## src/rtl/sqm_pkg.sv

```systemverilog
// rtl/sqm_pkg.sv - shared types, default widths and helpers for the square-and-multiply engine
package sqm_pkg;

  localparam int SQM_WA = 8;
  localparam int SQM_WB = 4;

  typedef enum logic [1:0] {
    ST_IDLE = 2'd0,
    ST_SQ   = 2'd1,
    ST_MUL  = 2'd2,
    ST_DONE = 2'd3
  } sqm_state_e;

  // Number of set bits; the engine spends one extra MUL cycle per set exponent bit.
  function automatic int unsigned popcount(input logic [31:0] v);
    int unsigned n;
    n = 0;
    for (int i = 0; i < 32; i++) begin
      n = n + {31'd0, v[i]};
    end
    return n;
  endfunction

endpackage

```

## src/rtl/sqm_mul_trunc.sv

```systemverilog
// rtl/sqm_mul_trunc.sv - combinational WA x WA multiplier keeping the low WA bits
module sqm_mul_trunc #(
  parameter int WA = 8
) (
  input  logic [WA-1:0] i_a,
  input  logic [WA-1:0] i_b,
  output logic [WA-1:0] o_p
);

  assign o_p = i_a * i_b;

endmodule

```

## src/rtl/sqm_seq_engine.sv

```systemverilog
// rtl/sqm_seq_engine.sv - handshaked left-to-right A^B mod 2^WA, one multiply per clock
module sqm_seq_engine
  import sqm_pkg::*;
#(
  parameter int WA = SQM_WA,
  parameter int WB = SQM_WB
) (
  input  logic          clk,
  input  logic          reset,
  input  logic          in_valid,
  output logic          in_ready,
  input  logic [WA-1:0] A,
  input  logic [WB-1:0] B,
  output logic          out_valid,
  input  logic          out_ready,
  output logic [WA-1:0] Y,
  output logic          busy,
  output logic [7:0]    done_count
);

  localparam int IW = (WB > 1) ? $clog2(WB) : 1;

  sqm_state_e    r_state;
  logic [WA-1:0] r_acc;
  logic [WA-1:0] r_a;
  logic [WB-1:0] r_b;
  logic [IW-1:0] r_idx;
  logic          r_in_ready;
  logic          r_out_valid;
  logic          r_busy;
  logic [WA-1:0] r_y;
  logic [7:0]    r_done_count;

  logic [WA-1:0] w_mul_b;
  logic [WA-1:0] w_prod;

  // One shared multiplier: squares in SQ, multiplies by the base in MUL.
  assign w_mul_b = (r_state == ST_MUL) ? r_a : r_acc;

  sqm_mul_trunc #(
    .WA (WA)
  ) u_mul (
    .i_a (r_acc),
    .i_b (w_mul_b),
    .o_p (w_prod)
  );

  always_ff @(posedge clk or negedge reset) begin
    if (!reset) begin
      r_state      <= ST_IDLE;
      r_acc        <= WA'(1);
      r_a          <= '0;
      r_b          <= '0;
      r_idx        <= IW'(WB - 1);
      r_in_ready   <= 1'b1;
      r_out_valid  <= 1'b0;
      r_busy       <= 1'b0;
      r_y          <= '0;
      r_done_count <= '0;
    end else begin
      case (r_state)
        ST_IDLE: begin
          if (in_valid && r_in_ready) begin
            r_a        <= A;
            r_b        <= B;
            r_acc      <= WA'(1);
            r_idx      <= IW'(WB - 1);
            r_state    <= ST_SQ;
            r_in_ready <= 1'b0;
            r_busy     <= 1'b1;
          end
        end
        ST_SQ: begin
          r_acc <= w_prod;
          if (r_b[r_idx]) begin
            r_state <= ST_MUL;
          end else if (r_idx == '0) begin
            r_state     <= ST_DONE;
            r_busy      <= 1'b0;
            r_out_valid <= 1'b1;
            r_y         <= w_prod;
          end else begin
            r_idx <= r_idx - 1'b1;
          end
        end
        ST_MUL: begin
          r_acc <= w_prod;
          if (r_idx == '0) begin
            r_state     <= ST_DONE;
            r_busy      <= 1'b0;
            r_out_valid <= 1'b1;
            r_y         <= w_prod;
          end else begin
            r_idx   <= r_idx - 1'b1;
            r_state <= ST_SQ;
          end
        end
        ST_DONE: begin
          // Y stays frozen until the consumer takes it; no accept in the handoff cycle.
          if (out_ready) begin
            r_state      <= ST_IDLE;
            r_out_valid  <= 1'b0;
            r_in_ready   <= 1'b1;
            r_done_count <= r_done_count + 8'd1;
          end
        end
        default: begin
          r_state     <= ST_IDLE;
          r_in_ready  <= 1'b1;
          r_out_valid <= 1'b0;
          r_busy      <= 1'b0;
        end
      endcase
    end
  end

  assign in_ready   = r_in_ready;
  assign out_valid  = r_out_valid;
  assign busy       = r_busy;
  assign Y          = r_y;
  assign done_count = r_done_count;

endmodule

```

## config.mk

```make
export PLATFORM = sky130hd
export DESIGN_NAME = sqm_seq_engine
export DESIGN_NICKNAME = d
export VERILOG_FILES = /design/src/rtl/sqm_pkg.sv /design/src/rtl/sqm_mul_trunc.sv /design/src/rtl/sqm_seq_engine.sv
export SDC_FILE = /design/constraint.sdc
export NUM_CORES = 1
export LEC_CHECK = 0
export ABC_CLOCK_PERIOD_IN_PS = 8400
export BUFFER_PORTS_ARGS = -buffer_cell sky130_fd_sc_hd__buf_4
export CORE_ASPECT_RATIO = 0.6
export CORE_MARGIN = 2
export CORE_UTILIZATION = 40
export CTS_CLUSTER_SIZE = 20
export DETAILED_ROUTE_END_ITERATION = 12
export GPL_TIMING_DRIVEN = 0
export PLACE_DENSITY = 0.56
export SLEW_MARGIN = 40
export SYNTH_ARGS = -nofsm -noshare
export SYNTH_HDL_FRONTEND = slang
export SYNTH_SLANG_ARGS = --single-unit
```

## constraint.sdc

```tcl
create_clock -name clk -period 8.4 [get_ports clk]
set_input_delay 1.68 -clock clk [delete_from_list [all_inputs] [get_ports clk]]
set_output_delay 1.68 -clock clk [all_outputs]
set_load 0.01 [all_outputs]
```

==> After elaboration in Yosys (flattened, before gate mapping) <==
Cells that the tools add are included.
{ "word_totals": {"word_cells": 67, "in_bits": 16, "ff_bits": 43} }
{ "classes": {"n_mul": 1, "n_eq_ne": 7, "add_sub_neg": 2, "n_lt_le_gt_ge": 1, "muxes": 29, "n_reduce_logical": 17} }
{ "ops": {"columns": ["operator", "n"], "rows": [
  ["$mux W8", 4],
  ["$pmux W8 S2", 2],
  ["$mux W2", 8],
  ["$reduce_and A3 Y1", 4],
  ["$mux W1", 9],
  ["$add A8 B1 Y8 const B", 1],
  ["$mul A8 B8 Y8", 1],
  ["$pmux W2 S4", 1],
  ["$reduce_and A2 Y1", 4],
  ["$ne A2 B2 Y1 const B", 3],
  ["$pmux W1 S3", 2],
  ["$pmux W2 S3", 1],
  ["$reduce_bool A2 Y1", 3],
  ["$reduce_bool A3 Y1", 2],
  ["$eq A2 B2 Y1 const B", 2],
  ["$logic_not A2 Y1", 2],
  ["$lt A2 B3 Y1 const B", 1],
  ["$ne A3 B3 Y1 const B", 1],
  ["$bmux W1 S2", 1],
  ["$eq A2 B1 Y1 const B", 1],
  ["$pmux W1 S2", 1],
  ["$reduce_or A2 Y1", 1],
  ["$sub A2 B1 Y2 const B", 1],
  ["$logic_and A1 B1 Y1", 1]
]} }

==> Longest topological paths before layout <==
{ "depth": {"word_depth": 6, "depth_mapped": 17} }

==> By module <==
Synthesis repeated with hierarchy kept, for this count alone.
{ "unflattened": {"hier_cells": 264, "area_unflattened_um2": 2886.5} }
{ "modules_own_cells": {"columns": ["module", "n_inst", "seq_area_each_um2", "area_per_inst_um2", "cells_each"], "rows": [
  ["sqm_seq_engine", 1, 1081.0, 1999.4, 162],
  ["sqm_mul_trunc", 1, 0.0, 887.1, 102]
]} }

==> Worst setup path after synthesis <==
Ideal clock, no wire load.
{ "synth_timing": {"path_type": "register to register", "start": "register r_state[0]", "end": "register r_y[7], in the netlist Y[7]", "synth_period_minus_slack_ns": 4.824, "path_stages_with_launch": 18, "setup_slack_ns": 3.576, "t_arrival_ns": 4.699, "cell_sequence": "dfrtp_1 inv_1 ha_1 clkbuf_8 mux2i_1 nor2b_1 fa_1 fa_1 ha_1 inv_1 fa_1 inv_1 ha_1 a21o_2 a21oi_1 xnor3_1 xnor3_1 mux2_4"} }
{ "synth_via": {"elab_chain_len": 6, "word_cells_on_any_way": 10, "classes_between": "mul: 1; eq/ne: 3; mux: 4; reduce/logical: 2"} }
{ "synth_rtl": {"columns": ["item", "line", "rtl"], "rows": [
  ["from (decl)", "sqm_seq_engine.sv:23", "sqm_state_e r_state;"],
  ["from (signal assigned)", "sqm_seq_engine.sv:50", "r_state <= ST_IDLE;"],
  ["from (signal assigned)", "sqm_seq_engine.sv:68", "r_state <= ST_SQ;"],
  ["from (signal assigned)", "sqm_seq_engine.sv:76", "r_state <= ST_MUL;"],
  ["$eq A2 B2 Y1", "sqm_seq_engine.sv:38, sqm_seq_engine.sv:61", null],
  ["$mux W8", "sqm_seq_engine.sv:38", "assign w_mul_b = (r_state == ST_MUL) ? r_a : r_acc;"],
  ["$mul A8 B8 Y8", "sqm_mul_trunc.sv:10", "assign o_p = i_a * i_b;"],
  ["$mux W8", "sqm_seq_engine.sv:77, sqm_seq_engine.sv:88", null],
  ["$mux W8", "sqm_seq_engine.sv:75", "if (r_b[r_idx]) begin"],
  ["$pmux W8 S2", "sqm_seq_engine.sv:61", "case (r_state)"],
  ["to (signal assigned)", "sqm_seq_engine.sv:81", "r_y <= w_prod;"],
  ["to (signal assigned)", "sqm_seq_engine.sv:92", "r_y <= w_prod;"],
  ["to (decl)", "sqm_seq_engine.sv:31", "logic [WA-1:0] r_y;"]
]} }
Parallel ways exist; a longest one is shown, timed or not. The select of a mux whose other input is x is not followed.
A chain may end at the register's enable or synchronous reset.

==> Worst setup path in the final report <==
Same ends and word-level chain as after synthesis.

==> flow_metrics.tcl <==
set metrics [dict create \
    status "complete, no violations" \
    cts.repair.resized 0 \
    yosysTopAreaCellShare_pct 33.90 \
    seq_area_frac_synth_pct 37.55 \
    async_flop_share_pct 100.0 \
    dieArea_um2 7914 \
    hpwl_mm 4.559 \
    drt_first_iter_violations 92 \
    placed_cells 386 \
    overflow 0 \
    io_pins 35 \
    cts_tree "yes" \
    path_cells "inv_1 -> ha_1 -> clkbuf_8 -> mux2i_1 -> nor2b_1 -> fa_1 -> ha_1 -> inv_1 -> fa_1 -> inv_1 -> fa_1 -> a21o_2 -> a21oi_1 -> xnor3_1 -> xnor3_1 -> mux2_4" \
    period_minus_slack_ns 5.253 \
    cts_root_buffer "clkbuf_16" \
    hold_buffers 0 \
    switching_share_pct 19.14 \
    clk_pin_slew_ns 0.06 \
    crit_cells 16 \
    yosys_warnings 0 \
    worstPathMaxFanout 10 \
    rsz0062_at_grt "no" \
    grt_pass1_wl_mm 9.735 \
    port_buffers 34 \
    synth_fa_ha_area_share_pct 17.91 \
    post-route-period-util_pct 62.54 \
    routabilityCongestion 0.7644 \
    yosysUniqueCellTypes 40 \
    synth_area_per_cell_um2 10.86 \
    cts_buffers 5 \
    cp_slowest_cell "mux2i_1" \
    final_common_cell "dfrtp_1" \
    maxCapViolCount 0 \
    ys_ff_latch 43 \
    peakVddDrop_mv 0.08901 \
    wirelength_mm 5.878 \
    drt-pass1-iter-count 4 \
    htree_levels 2 \
    cpLargestDelayFamily "adder cells" \
    crit_buf_inv 4 \
    syn_nets 315 \
    avgViaCountPerCell 4.904 \
    synthXorXnorAreaFrac_pct 7.345 \
    syn_inst 265 \
    core_area_um2 6820 \
    synth_compound_area_share_pct 7.866 \
    wl_per_cell_um 14.92 \
    num_vias 1932 \
    synth_mux_area_share_pct 11.34 \
    start_kind "flop" \
    grt_pass1_vias 1879 \
    clock_skew_ns 0.008664 \
    cp.arrival_ns 5.43 \
    die_width_um 113.5 \
    tns_ns 0 \
    clock_power_share_pct 51.4 \
    combPwrFrac_pct 2.2 \
    rows 23 \
    hold_viol_final 0 \
    seqPwrFrac_pct 46.4 \
    netlist_top_cells_area "dfrtp_1 34%, ha_1 9.6%, fa_1 8.3%, mux2_2 7.4%, xnor2_1 4.3%" \
    setup_viol 0 \
    switching_power_uw 85.47 \
    hold_class "flop to flop" \
    die_h_um 69.72 \
    route.detailed.drc 0 \
    crit_path_end_kind "flop" \
    crit_path_max_incr_delay_ns 0.54 \
    cts.path.max_buffers 2 \
    worstMarginPinSlew_ns 0.7311 \
    finalNetCount 356 \
    netlist_area_um2 2879 \
    relSlewSlack_pct 51.15 \
    drive_gt1_share_pct 25.08 \
    power_density_nw_per_um2 130.5 \
    setup.worst_path.class "flop to flop" \
    p_leak_uw 0.001686 \
    yosys_most_used_dff "dfrtp_1" \
    required_ns 8.57 \
    synth-edff-count 0 \
    fin_cells 394 \
    yosysTopAreaCell "dfrtp_1" \
    fmax_ghz 0.1904 \
    antenna_found_initial 0 \
    power.total_uw 446.6 \
    synth_simple_gate_area_share_pct 12.91 \
    diodes 0 \
    cts.sinks 43 \
    ant_nets 0 \
    post-cts-setup-buffer-count 0 \
    syn_to_final_growth_pct 18.82 \
    finalMaxSlewViolations 0 \
    initial_core_util_pct 42.21 \
    grt_max_degree 44 \
    intPower_uw 361.1 \
    grt_usage_pct 15.97 \
    synth_top_family_by_area "adder cells" \
    final_cell_mix "39 x dfrtp_1, 34 x buf_4, 30 x inv_1, 22 x ha_1, 19 x mux2_2" \
    hold_depth 1 \
    worstRegToRegCells 16 \
    clk_latency_ns 0.29 \
]
[worst reg2reg max path: stages, from the launching register on]
cell      delay (ns)
dfrtp_1         0.45
inv_1           0.12
ha_1            0.31
clkbuf_8        0.24
mux2i_1         0.55
nor2b_1         0.15
fa_1            0.46
ha_1            0.29
inv_1           0.06
fa_1            0.54
inv_1           0.08
fa_1            0.47
a21o_2          0.23
a21oi_1         0.20
xnor3_1         0.33
xnor3_1         0.41
mux2_4          0.27
[registers in the layout, indices dropped and copies added (netlist names)]
register / count
Y: 8
busy: 1
done_count: 8
in_ready: 1
out_valid: 1
r_a: 8
r_acc: 8
r_b: 4
r_idx: 2
r_state: 2
[power groups by stage]
stage	Sequential, µW	Combinational (µW)	Clock [µW]
after floorplan	211	0.211	0
after global placement	211	10.4	0
after detailed placement	211	10.3	0
after CTS	207	10.3	238
after global routing	207	11.2	247
final	207	9.86	230
[area by class of cell]
class,count,area [µm²]
Fill cell,635,3400
Multi-Input combinational cell,186,1652
Sequential cell,43,1081
Timing Repair Buffer,34,255.2
Clock buffer,6,138.9
Inverter,30,112.6
Tap cell,87,108.9
Clock inverter,2,38.79
Buffer,6,33.78
[logic make-up (layout without fill, tap and decap cells)]
family | count (synthesis) | in the layout
AOI/OAI and AO/OA | 34 | 34
DFF | 43 | 43
muxes | 28 | 28
buffers and inverters | 36 | 78
adders and majority gates | 34 | 34
xor gates and xnor gates | 21 | 21
and+or+nand+nor | 69 | 69
[path summary, 6_finish.rpt]
path,startpoint,end,slack [ns]
hold reg to reg,done_count[7],done_count[7],0.48
setup / recovery,r_state[0],Y[7],3.15
min in group asynchronous,reset,done_count[3],1.37
hold / removal,done_count[7],done_count[7],0.48
max in group asynchronous,reset,r_idx[1],6.64
setup reg to reg,r_state[0],Y[7],3.15
[stage by stage]
step / utilization (%) / hold slack [ns] / instance area (µm²) / worst slack, ns
floorplan: - / 0.4662 / 2879 / 3.576
global placement: 47.55 / 0.4624 / 3243 / 3.145
detailed placement: 47.55 / 0.4712 / 3243 / 3.126
CTS: 50.16 / 0.4794 / 3421 / 3.109
global route: 50.16 / 0.4853 / 3421 / 2.844
finish: 50.16 / 0.4781 / 3421 / 3.147
[synth_stat cells, drive strengths merged (8+ instances only)]
master and n:
inv 30, xnor2 14, o21ai 9, ha 22, mux2 21, a21oi 8, nand2 18, nor2b 16
nand3 8, nor2 10, dfrtp 39, fa 12
[layer usage]
metal,GRT usage (%),vias to the layer above,share of wire (%)
met1,27.04,926,58
met3,4.283,7,4.1
li1,-,966,-
met5,0,-,0
met4,4.065,0,0.87
met2,18.96,33,37
Power figures use the tool's default switching activity.
